<file path="config.mk">
export PLATFORM = sky130hd
export DESIGN_NAME = malloc_arbiter
export DESIGN_NICKNAME = d
export VERILOG_FILES = /design/src/rtl/mpu_common_pkg.sv /design/src/rtl/malloc_rr_picker.sv /design/src/rtl/malloc_arbiter.sv
export SDC_FILE = /design/constraint.sdc
export NUM_CORES = 1
export LEC_CHECK = 0
export CAP_MARGIN = 5
export CORE_ASPECT_RATIO = 0.75
export CORE_MARGIN = 3
export CORE_UTILIZATION = 35
export DETAILED_ROUTE_END_ITERATION = 6
export PLACE_DENSITY_LB_ADDON = 0.2
export SLEW_MARGIN = 10
export SYNTH_ARGS = -nofsm -noshare
export SYNTH_HDL_FRONTEND = slang
export SYNTH_SLANG_ARGS = --single-unit
</file>
<file path="constraint.sdc">
create_clock -name clk -period 6.3 [get_ports clk]
set_input_delay 1.26 -clock clk [delete_from_list [all_inputs] [get_ports clk]]
set_output_delay 1.26 -clock clk [all_outputs]
set_load 0.01 [all_outputs]
</file>
<file path="src/rtl/mpu_common_pkg.sv">
// Shared MPU types and sizes.
// Holds the core/block/address geometry, the malloc error codes returned to
// cores, the allocator front-end arbiter state encoding and a small helper
// for round-robin index arithmetic.
package mpu_common;

    localparam int CORE_COUNT       = 4;
    localparam int CORE_ID_WIDTH    = $clog2(CORE_COUNT);
    localparam int BLOCK_COUNT_BITS = 8;
    localparam int ADDR_WIDTH       = 16;

    typedef enum logic [1:0] {
        MALLOC_NO_ERROR      = 2'd0,
        MALLOC_OUT_OF_MEMORY = 2'd1,
        MALLOC_BAD_SIZE      = 2'd2,
        MALLOC_TIMEOUT       = 2'd3
    } malloc_error_t;

    typedef enum logic [1:0] {
        ARB_IDLE  = 2'd0,
        ARB_WAIT  = 2'd1,
        ARB_RESP  = 2'd2,
        ARB_DRAIN = 2'd3
    } arb_state_t;

    // Core index 'offset' positions above 'base', wrapping modulo CORE_COUNT.
    function automatic logic [CORE_ID_WIDTH-1:0] rr_index(
        input logic [CORE_ID_WIDTH-1:0] base,
        input int                       offset
    );
        return CORE_ID_WIDTH'((int'(base) + offset) % CORE_COUNT);
    endfunction

endpackage

</file>
<file path="src/rtl/malloc_rr_picker.sv">
// Combinational round-robin picker.
// Finds the first set bit of req searching upward from rr_ptr+1 and wrapping,
// so the most recent winner (rr_ptr) has the lowest priority.
//   req       : request vector, one bit per core
//   rr_ptr    : index of the previous winner
//   any_valid : at least one request bit is set
//   winner    : selected core index (0 when any_valid is low)
module malloc_rr_picker
    import mpu_common::*;
(
    input  logic [CORE_COUNT-1:0]    req,
    input  logic [CORE_ID_WIDTH-1:0] rr_ptr,
    output logic                     any_valid,
    output logic [CORE_ID_WIDTH-1:0] winner
);

    always_comb begin
        any_valid = 1'b0;
        winner    = '0;
        for (int i = 1; i <= CORE_COUNT; i++) begin
            if (!any_valid && req[rr_index(rr_ptr, i)]) begin
                any_valid = 1'b1;
                winner    = rr_index(rr_ptr, i);
            end
        end
    end

endmodule

</file>
<file path="src/rtl/malloc_arbiter.sv">
// Allocation request front-end for the malloc engine.
// Picks one pending core request round-robin, issues it to malloc with a
// single-cycle chip-select, waits for the result (guarded by a watchdog) and
// returns base address and error code to the owning core.
//   clk, rst                 : clock, synchronous active-high reset
//   req_*                    : per-core request inputs
//   req_ready                : one-hot pulse, request consumed
//   resp_valid/base/err      : one-hot response pulse plus held data
//   m_cs, m_core_id, m_*     : request towards malloc
//   m_rdy, m_bsy, m_base_addr, m_err : malloc result / status
//   dbg_state                : current arbiter state
//
// Handshake: a core holds req_valid and its fields stable until it sees its
// req_ready bit, and drops req_valid on the following edge. The arbiter never
// samples req_valid within two cycles of a grant, so a consumed request cannot
// be granted twice. Responses are fire-and-forget one-cycle pulses.
module malloc_arbiter
    import mpu_common::*;
#(
    parameter int TIMEOUT_CYCLES = 4096,
    parameter int TMO_W          = $clog2(TIMEOUT_CYCLES + 1)
) (
    input  logic                                           clk,
    input  logic                                           rst,
    input  logic [CORE_COUNT-1:0]                          req_valid,
    input  logic [CORE_COUNT-1:0][BLOCK_COUNT_BITS-1:0]    req_num_blocks,
    input  logic [CORE_COUNT-1:0][CORE_COUNT-1:0]          req_read_mask,
    input  logic [CORE_COUNT-1:0][CORE_COUNT-1:0]          req_write_mask,
    output logic [CORE_COUNT-1:0]                          req_ready,
    output logic [CORE_COUNT-1:0]                          resp_valid,
    output logic [ADDR_WIDTH-1:0]                          resp_base_addr,
    output malloc_error_t                                  resp_err,
    output logic                                           m_cs,
    output logic [CORE_ID_WIDTH-1:0]                       m_core_id,
    output logic [BLOCK_COUNT_BITS-1:0]                    m_num_blocks,
    output logic [CORE_COUNT-1:0]                          m_read_mask,
    output logic [CORE_COUNT-1:0]                          m_write_mask,
    input  logic                                           m_rdy,
    input  logic                                           m_bsy,
    input  logic [ADDR_WIDTH-1:0]                          m_base_addr,
    input  malloc_error_t                                  m_err,
    output arb_state_t                                     dbg_state
);

    localparam logic [CORE_COUNT-1:0] ONE_HOT0    = CORE_COUNT'(1);
    localparam logic [TMO_W-1:0]      WD_LAST     = TMO_W'(TIMEOUT_CYCLES - 1);

    arb_state_t                  state_q, state_d;
    logic [CORE_ID_WIDTH-1:0]    rr_ptr_q, rr_ptr_d;
    logic [TMO_W-1:0]            wd_q, wd_d;
    logic [CORE_COUNT-1:0]       req_ready_q, req_ready_d;
    logic [CORE_COUNT-1:0]       resp_valid_q, resp_valid_d;
    logic [ADDR_WIDTH-1:0]       resp_base_addr_q, resp_base_addr_d;
    malloc_error_t               resp_err_q, resp_err_d;
    logic                        m_cs_q, m_cs_d;
    logic [CORE_ID_WIDTH-1:0]    m_core_id_q, m_core_id_d;
    logic [BLOCK_COUNT_BITS-1:0] m_num_blocks_q, m_num_blocks_d;
    logic [CORE_COUNT-1:0]       m_read_mask_q, m_read_mask_d;
    logic [CORE_COUNT-1:0]       m_write_mask_q, m_write_mask_d;

    logic                        any_valid;
    logic [CORE_ID_WIDTH-1:0]    winner;
    logic [CORE_COUNT-1:0]       owner_onehot;

    malloc_rr_picker u_picker (
        .req       (req_valid),
        .rr_ptr    (rr_ptr_q),
        .any_valid (any_valid),
        .winner    (winner)
    );

    // The owning core is the one latched onto m_core_id at grant time.
    assign owner_onehot = ONE_HOT0 << m_core_id_q;

    always_comb begin
        state_d          = state_q;
        rr_ptr_d         = rr_ptr_q;
        wd_d             = wd_q;
        req_ready_d      = '0;
        resp_valid_d     = '0;
        resp_base_addr_d = resp_base_addr_q;
        resp_err_d       = resp_err_q;
        m_cs_d           = 1'b0;
        m_core_id_d      = m_core_id_q;
        m_num_blocks_d   = m_num_blocks_q;
        m_read_mask_d    = m_read_mask_q;
        m_write_mask_d   = m_write_mask_q;

        case (state_q)
            ARB_IDLE: begin
                // m_bsy gate: never issue into a malloc still working on a
                // request that was abandoned by reset or timeout.
                if (!m_bsy && any_valid) begin
                    rr_ptr_d       = winner;
                    m_core_id_d    = winner;
                    m_num_blocks_d = req_num_blocks[winner];
                    m_read_mask_d  = req_read_mask[winner];
                    m_write_mask_d = req_write_mask[winner];
                    req_ready_d    = ONE_HOT0 << winner;
                    if (req_num_blocks[winner] == '0) begin
                        resp_err_d       = MALLOC_BAD_SIZE;
                        resp_base_addr_d = '0;
                        resp_valid_d     = ONE_HOT0 << winner;
                        state_d          = ARB_RESP;
                    end else begin
                        m_cs_d  = 1'b1;
                        wd_d    = '0;
                        state_d = ARB_WAIT;
                    end
                end
            end
            ARB_WAIT: begin
                wd_d = wd_q + TMO_W'(1);
                // A result arriving in the timeout cycle still wins.
                if (m_rdy) begin
                    resp_base_addr_d = m_base_addr;
                    resp_err_d       = m_err;
                    resp_valid_d     = owner_onehot;
                    state_d          = ARB_RESP;
                end else if (wd_q == WD_LAST) begin
                    resp_base_addr_d = '0;
                    resp_err_d       = MALLOC_TIMEOUT;
                    resp_valid_d     = owner_onehot;
                    state_d          = ARB_DRAIN;
                end
            end
            ARB_RESP: begin
                state_d = ARB_IDLE;
            end
            ARB_DRAIN: begin
                // Swallow any late result of the timed-out request.
                if (!m_bsy && !m_rdy) begin
                    state_d = ARB_IDLE;
                end
            end
            default: begin
                state_d = ARB_IDLE;
            end
        endcase
    end

    always_ff @(posedge clk) begin
        if (rst) begin
            state_q          <= ARB_IDLE;
            rr_ptr_q         <= '0;
            wd_q             <= '0;
            req_ready_q      <= '0;
            resp_valid_q     <= '0;
            resp_base_addr_q <= '0;
            resp_err_q       <= MALLOC_NO_ERROR;
            m_cs_q           <= 1'b0;
            m_core_id_q      <= '0;
            m_num_blocks_q   <= '0;
            m_read_mask_q    <= '0;
            m_write_mask_q   <= '0;
        end else begin
            state_q          <= state_d;
            rr_ptr_q         <= rr_ptr_d;
            wd_q             <= wd_d;
            req_ready_q      <= req_ready_d;
            resp_valid_q     <= resp_valid_d;
            resp_base_addr_q <= resp_base_addr_d;
            resp_err_q       <= resp_err_d;
            m_cs_q           <= m_cs_d;
            m_core_id_q      <= m_core_id_d;
            m_num_blocks_q   <= m_num_blocks_d;
            m_read_mask_q    <= m_read_mask_d;
            m_write_mask_q   <= m_write_mask_d;
        end
    end

    assign req_ready      = req_ready_q;
    assign resp_valid     = resp_valid_q;
    assign resp_base_addr = resp_base_addr_q;
    assign resp_err       = resp_err_q;
    assign m_cs           = m_cs_q;
    assign m_core_id      = m_core_id_q;
    assign m_num_blocks   = m_num_blocks_q;
    assign m_read_mask    = m_read_mask_q;
    assign m_write_mask   = m_write_mask_q;
    assign dbg_state      = state_q;

endmodule

</file>
# After elaboration in Yosys (flattened, before gate mapping)
# Index checks and enable logic that the tools add are counted.
# Widths: inputs -> output; s select.
totals:
  reg_bits: 60
  latch_bits: 0
  ram_bits: 0
  mem_bits_ro: 0
  input_bits: 90
  output_inout_bits: 47
  word_cells: 98
  mem_count: 0
op_classes:
  addsub: 5
  mul: 0
  div_mod_pow: 0
  n_lt_le_gt_ge: 5
  eq_ne: 9
  n_shift: 2
  mux: 46
  bitwise_logic: 2
  reduce_logical: 18
ops:
  columns: ["op", "count"]
  rows:
  - ["$mux 16", 4]
  - ["$pmux 16 s2", 1]
  - ["$mux 13", 2]
  - ["$pmux 13 s2", 1]
  - ["$mux 2", 12]
  - ["$mux 4", 6]
  - ["$bmux 4 s2", 2]
  - ["$bmux 8 s2", 1]
  - ["$lt 2x3->1 const B", 5]
  - ["$add 13x1->13 const B", 1]
  - ["$eq 13x12->1 const B", 1]
  - ["$mux 1", 9]
  - ["$bmux 1 s2", 4]
  - ["$logic_not 8->1", 1]
  - ["$mux 8", 1]
  - ["$ne 2x2->1 const B", 4]
  - ["$pmux 2 s4", 1]
  - ["$pmux 4 s2", 1]
  - ["$shl 1x2->4 const A", 2]
  - ["$reduce_and 3->1", 2]
  - ["$logic_and 1x1->1", 5]
  - ["$logic_not 1->1", 5]
  - ["$add 2x1->2 const B", 2]
  - ["$add 2x2->2 const B", 2]
  - ["10 further kinds", 12]

# Longest topological paths before layout
depth:
  ltp_word: 19
  depth_mapped: 17
  ltp_nobuf: 11

# Cells and area by module
# Synthesis repeated with hierarchy kept, for this count alone.
unflattened:
  cells_unflattened: 281
  hier_area_um2: 2775.2
by_module_without_submodules:
  columns: ["module", "n_inst", "cells_per_inst", "area_per_inst_um2", "seq_area_each_um2"]
  rows:
  - ["malloc_arbiter", 1, 267, 2683.8, 1201.2]
  - ["malloc_rr_picker", 1, 14, 91.3, 0.0]

# Worst setup path after synthesis
# No wires, ideal clock.
synth_path:
  path_kind: "flip-flop to flip-flop"
  from: "register, netlist name m_core_id[0]"
  to: "register resp_base_addr_q[0] (netlist: resp_base_addr[0])"
  setup_time_ps: 117
  arrival_ps: 4117
  required_ps: 6183
  setup_slack_ps: 2066
  path_stages_with_launch: 16
  n_path_buf: 4
  period_less_slack_ps: 4234
  path_cell_list: "dfxtp_1 -> buf_2 -> clkinv_1 -> clkbuf_1 -> ha_1 -> clkbuf_1 -> mux4_2 -> or2_4 -> or4_4 -> o21ai_4 -> nand2_2 -> or4_4 -> a21oi_4 -> o22ai_4 -> buf_6 -> a22o_1"
synth_rtl:
  columns: ["element", "line", "text"]
  rows:
  - ["end signal, assigned", "malloc_arbiter.sv:162", "resp_base_addr_q <= resp_base_addr_d;"]
  - ["end, declared", "malloc_arbiter.sv:53", "logic [ADDR_WIDTH-1:0] resp_base_addr_q, resp_base_addr_d;"]

# Worst setup path in the final report
layout_path:
  from: "input req_valid[3]"
  to: "register resp_err_q[0] (netlist: resp_err[0])"
layout_via:
  elab_chain_len: 17
  word_cells_on_any_way: 29
  classes_between: "2 x eq/ne; 18 x mux; 9 x reduce/logical"
layout_lines:
  columns: ["element", "line", "text"]
  rows:
  - ["start, declared", "malloc_arbiter.sv:25", "input logic [CORE_COUNT-1:0] req_valid,"]
  - ["$bmux 1 s2", "malloc_rr_picker.sv:21", "if (!any_valid && req[rr_index(rr_ptr, i)]) begin"]
  - ["$mux 1 (not written as such)", "malloc_rr_picker.sv:21", null]
  - ["$mux 1", "malloc_rr_picker.sv:21", null]
  - ["$logic_not 1->1", "malloc_rr_picker.sv:21", null]
  - ["$logic_and 1x1->1", "malloc_rr_picker.sv:21", null]
  - ["$mux 1", "malloc_rr_picker.sv:21", null]
  - ["$logic_not 1->1", "malloc_rr_picker.sv:21", null]
  - ["$logic_and 1x1->1", "malloc_rr_picker.sv:21", null]
  - ["$mux 1", "malloc_rr_picker.sv:21", null]
  - ["$logic_not 1->1", "malloc_rr_picker.sv:21", null]
  - ["$logic_and 1x1->1", "malloc_rr_picker.sv:21", null]
  - ["$mux 2", "malloc_rr_picker.sv:21", null]
  - ["$bmux 8 s2", "malloc_arbiter.sv:100", "if (req_num_blocks[winner] == '0) begin"]
  - ["$mux 8 (not written as such)", "malloc_arbiter.sv:100", null]
  - ["$logic_not 8->1", "malloc_arbiter.sv:100", null]
  - ["$ne 2x2->1 (no source line)", null, null]
  - ["$reduce_and 4->1 (no source line) (*)", null, null]
  - ["end signal, assigned", "malloc_arbiter.sv:163", "resp_err_q <= resp_err_d;"]
  - ["end, declared", "malloc_arbiter.sv:54", "malloc_error_t resp_err_q, resp_err_d;"]
# Every way passes the cells marked *; elsewhere a longest branch is shown, timed or not. The select of a mux whose other input is x is not followed.
# A chain may end at the register's enable or synchronous reset.

==> impl_metrics.env <==
export IMPL_ys_async_sr_fraction_pct=0
export IMPL_fin_setup_tns_ps=0
export IMPL_crit_chain="clkdlybuf4s50_1, mux4_2, a211o_1, nand3_2, buf_4, mux2i_1, nand2_1, or4_1, a21oi_4, o22ai_4, a22o_1"
export IMPL_wl_per_cell_um=16.1
export IMPL_fin_area_um2=5420
export IMPL_synthAdderAreaFrac_pct=1.70
export IMPL_cpPeakStageDelay_ps=720
export IMPL_slowest_stage="or4_1"
export IMPL_floorplan_rows=31
export IMPL_synth_mux_area_share_pct=12.6
export IMPL_critical_path_class="input pin to flop"
export IMPL_dp_hpwl_um=8440
export IMPL_drt_iter0_markers=227
export IMPL_synth_top_family_by_area="compound AO/OA/AOI/OAI gates"
export IMPL_fin_crit_sh_pct=78.1
export IMPL_synth_xor_area_share_pct=0
export IMPL_vias=3738
export IMPL_route_detailed_drc=0
export IMPL_antenna_left=0
export IMPL_dp_cells=680
export IMPL_path_max_fanout=23
export IMPL_core_area_um2=9930
export IMPL_grt_setup_unrepaired="false"
export IMPL_crit_required_ps=6510
export IMPL_synth_cell_types=56
export IMPL_gr_total_overflow=0
export IMPL_worstSetupStartpointType="input pin"
export IMPL_synth_compound_area_share_pct=25.7
export IMPL_p_per_area_nw_per_um2=308
export IMPL_setup_viol=0
export IMPL_status="complete, no violations"
export IMPL_pwr_share_comb_pct=39.9
export IMPL_die_h_um=94.7
export IMPL_seq_power_share_pct=26.8
export IMPL_routed_wl_um=11200
export IMPL_diodes=0
export IMPL_holdBufCountCts=0
export IMPL_n_fill_cell=934
export IMPL_path_depth=11
export IMPL_fin_cells=696
export IMPL_cts_resized=0
export IMPL_path_delay_family="compound AO/OA/AOI/OAI gates"
export IMPL_start_util_pct=37.0
export IMPL_viasPerCell=5.37
export IMPL_arrival_ps=5140
export IMPL_cp_num_buf_inv=2
export IMPL_netlist_area_um2=3670
export IMPL_hp_class="flop to flop"
export IMPL_h_tree_depth=3
export IMPL_boundaryPins=137
export IMPL_period_needed_ps=4920
export IMPL_synth_top_cells_by_area="dfxtp_1 33%, mux2i_1 7.4%, nand2_1 6.2%"
export IMPL_ys_warn_count=0
export IMPL_startpoint="req_valid[3]"
export IMPL_synth_edf_count=0
export IMPL_post_cts_buffers=0
export IMPL_maxCapViolCount=0
export IMPL_cts_max_path_buffers=2
export IMPL_dpl_cell_area_um2=5080
export IMPL_netlist_instances=439
export IMPL_place_congestion=0.904
export IMPL_fin_util_pct=54.6
export IMPL_yosys_area_top_type_share_pct=32.7
export IMPL_syn_nets=534
export IMPL_switchingPower_uw=563
export IMPL_swShare_pct=33.7
export IMPL_grt_max_degree=42
export IMPL_worstMarginPinSlew_ps=864
export IMPL_syn_avg_cell_area_um2=8.36
export IMPL_r2r_setup_slack_ps=1630
export IMPL_synth_top_area_cell="dfxtp_1"
export IMPL_die_area_um2=11800
export IMPL_drive_above_1_share_pct=8.87
export IMPL_synth_simple_gate_area_share_pct=22.1
export IMPL_leakagePower_nw=2.00
export IMPL_cts_tree="done"
export IMPL_irDropWorstVdd_uv=138
export IMPL_ys_seq_elements=60
export IMPL_worstRegToRegCells=12
export IMPL_p_int_mw=1.11
export IMPL_finalClockSkew_ps=4.49
export IMPL_first_pass_iters=4
export IMPL_finalPower_mw=1.67
export IMPL_path_clk_slew_ps=50
export IMPL_crit_path_end_kind="flop"
export IMPL_timing_rr_start="m_core_id[1]"
export IMPL_clock_fmax_mhz=203
export IMPL_root_buffer="clkbuf_16"
export IMPL_cts_buffers=9
export IMPL_syn_to_final_growth_pct=47.7
export IMPL_cts_sinks=60
export IMPL_grt_pass1_vias=3580
export IMPL_fin_nets=654
export IMPL_crit_end="resp_err[0]"
export IMPL_fp_dieW_um=124
export IMPL_ys_seq_area_share_pct=32.7
export IMPL_rr_endpoint="resp_err[0]"
export IMPL_port_buffers=136
export IMPL_slew_headroom_pct=40.8
export IMPL_grt_use_total_pct=19.0
export IMPL_hold_viol_final=0
export IMPL_pwr_share_clk_pct=33.3
export IMPL_antenna_found_initial=0
export IMPL_clk_latency_ps=320
export IMPL_report_final_slew_viol_count=0
export IMPL_grt_pass1_wl_um=18300
export IMPL_synth_top_flop_cell="dfxtp_1"
## kinds of logic after synthesis
kind of cell               count (synthesis)
and+or+nand+nor                          166
adders and majority gates                  5
AOI/OAI and AO/OA                        127
buffers and inverters                     41
muxes                                     40
DFF                                       60
## per-layer routing
metal  GRT usage [%]  wire, um  vias to the layer above
li1                -         -                     1861
met1            26.2      5330                     1703
met2            28.5      4780                      166
met3            8.03      1010                        8
met4            2.92        53                        0
met5               0         0                        -
## sequential cells by signal, indices dropped and copies added, names as in the netlist, 4 cells and up
| name | count |
|---|---|
| req_ready | 4 |
| m_write_mask | 4 |
| m_num_blocks | 8 |
| wd_q | 13 |
| resp_base_addr | 16 |
| m_read_mask | 4 |
| resp_valid | 4 |
## Yosys cell counts (7+ instances only)
master    count
nor2_1       23
o211ai_1      7
o31ai_1       9
nand3_1      21
mux2_2        9
and2_1        9
a22o_1       18
or3_1         8
nor3_1       12
dfxtp_1      60
clkbuf_1     20
nand2b_1     11
nand2_1      61
inv_1         7
mux2i_1      27
a21oi_1      33
o21ai_0      17
## metrics by stage
step | setup slack (ps) | hold slack [ps]
2_1_floorplan | 2070 | 433
3_3_place_gp | 1200 | 443
3_5_place_dp | 1060 | 449
4_1_cts | 1410 | 455
5_1_grt | 1110 | 479
6_report | 1380 | 454
## power groups by stage
| stage | registers [mW] | clock network (mW) | logic, mW |
|---|---|---|---|
| floorplan | 0.462 | 0 | 0.424 |
| finish | 0.448 | 0.556 | 0.666 |
| global placement | 0.454 | 0 | 0.646 |
| detailed placement | 0.455 | 0 | 0.658 |
| global route | 0.453 | 0.588 | 0.730 |
| CTS | 0.448 | 0.569 | 0.661 |
## worst reg2reg max path, cell delays in order, from the launching register on
cell	delay, ps
dfxtp_1	610
inv_1	160
ha_1	570
mux2i_1	780
nand3_1	180
nand3_2	130
buf_4	330
mux2i_1	310
nand2_1	90
or4_1	720
a21oi_4	220
o22ai_4	170
a22o_1	280
## how the worst min path moves through the flow
stage                                  to  slack, ps            start  depth (start not counted)
final                      m_read_mask[0]        450   m_read_mask[0]                          2
after global routing      m_write_mask[1]        480  m_write_mask[1]                          2
after CTS                  m_read_mask[0]        460   m_read_mask[0]                          2
after detailed placement  m_write_mask[2]        450  m_write_mask[2]                          2
after global placement     m_read_mask[1]        440   m_read_mask[1]                          2
after floorplan                  wd_q[10]        430         wd_q[10]                          1
## area by class of cell
cell class              instances  area (um2)  area share (%)
clock buffers                  10         229            4.22
clock inverters                 6         111            2.05
inverters                       8        30.0           0.554
multi-input cells             338        2280            42.0
flip-flops and latches         60        1200            22.2
well taps                     132         165            3.05
repair buffers                142        1410            25.9
## cell usage in the layout, fill, tap and decap left out, types with 3 or more instances in the layout
master           count
mux2i_1             27
and3_1               4
and2_1               9
o221ai_1             3
nor3_1              12
mux4_2               4
nand4_1              3
ha_1                 5
nor2b_1              4
clkdlybuf4s50_1    136
bufinv_16            3
or2_2                3
o31ai_1              9
nand2b_1            11
nand2_1             61
o211ai_1             7
a22o_1              18
o32ai_1              3
inv_1                7
o2111ai_1            4
a21oi_1             33
nand3_1             21
a211o_1              5
o22ai_1              4
nor2_1              23
dfxtp_1             60
o21ai_0             17
clkbuf_16            9
or3_1                8
mux2_2               9
a311oi_1             4
buf_4                6
Power figures use the tool's default switching activity.
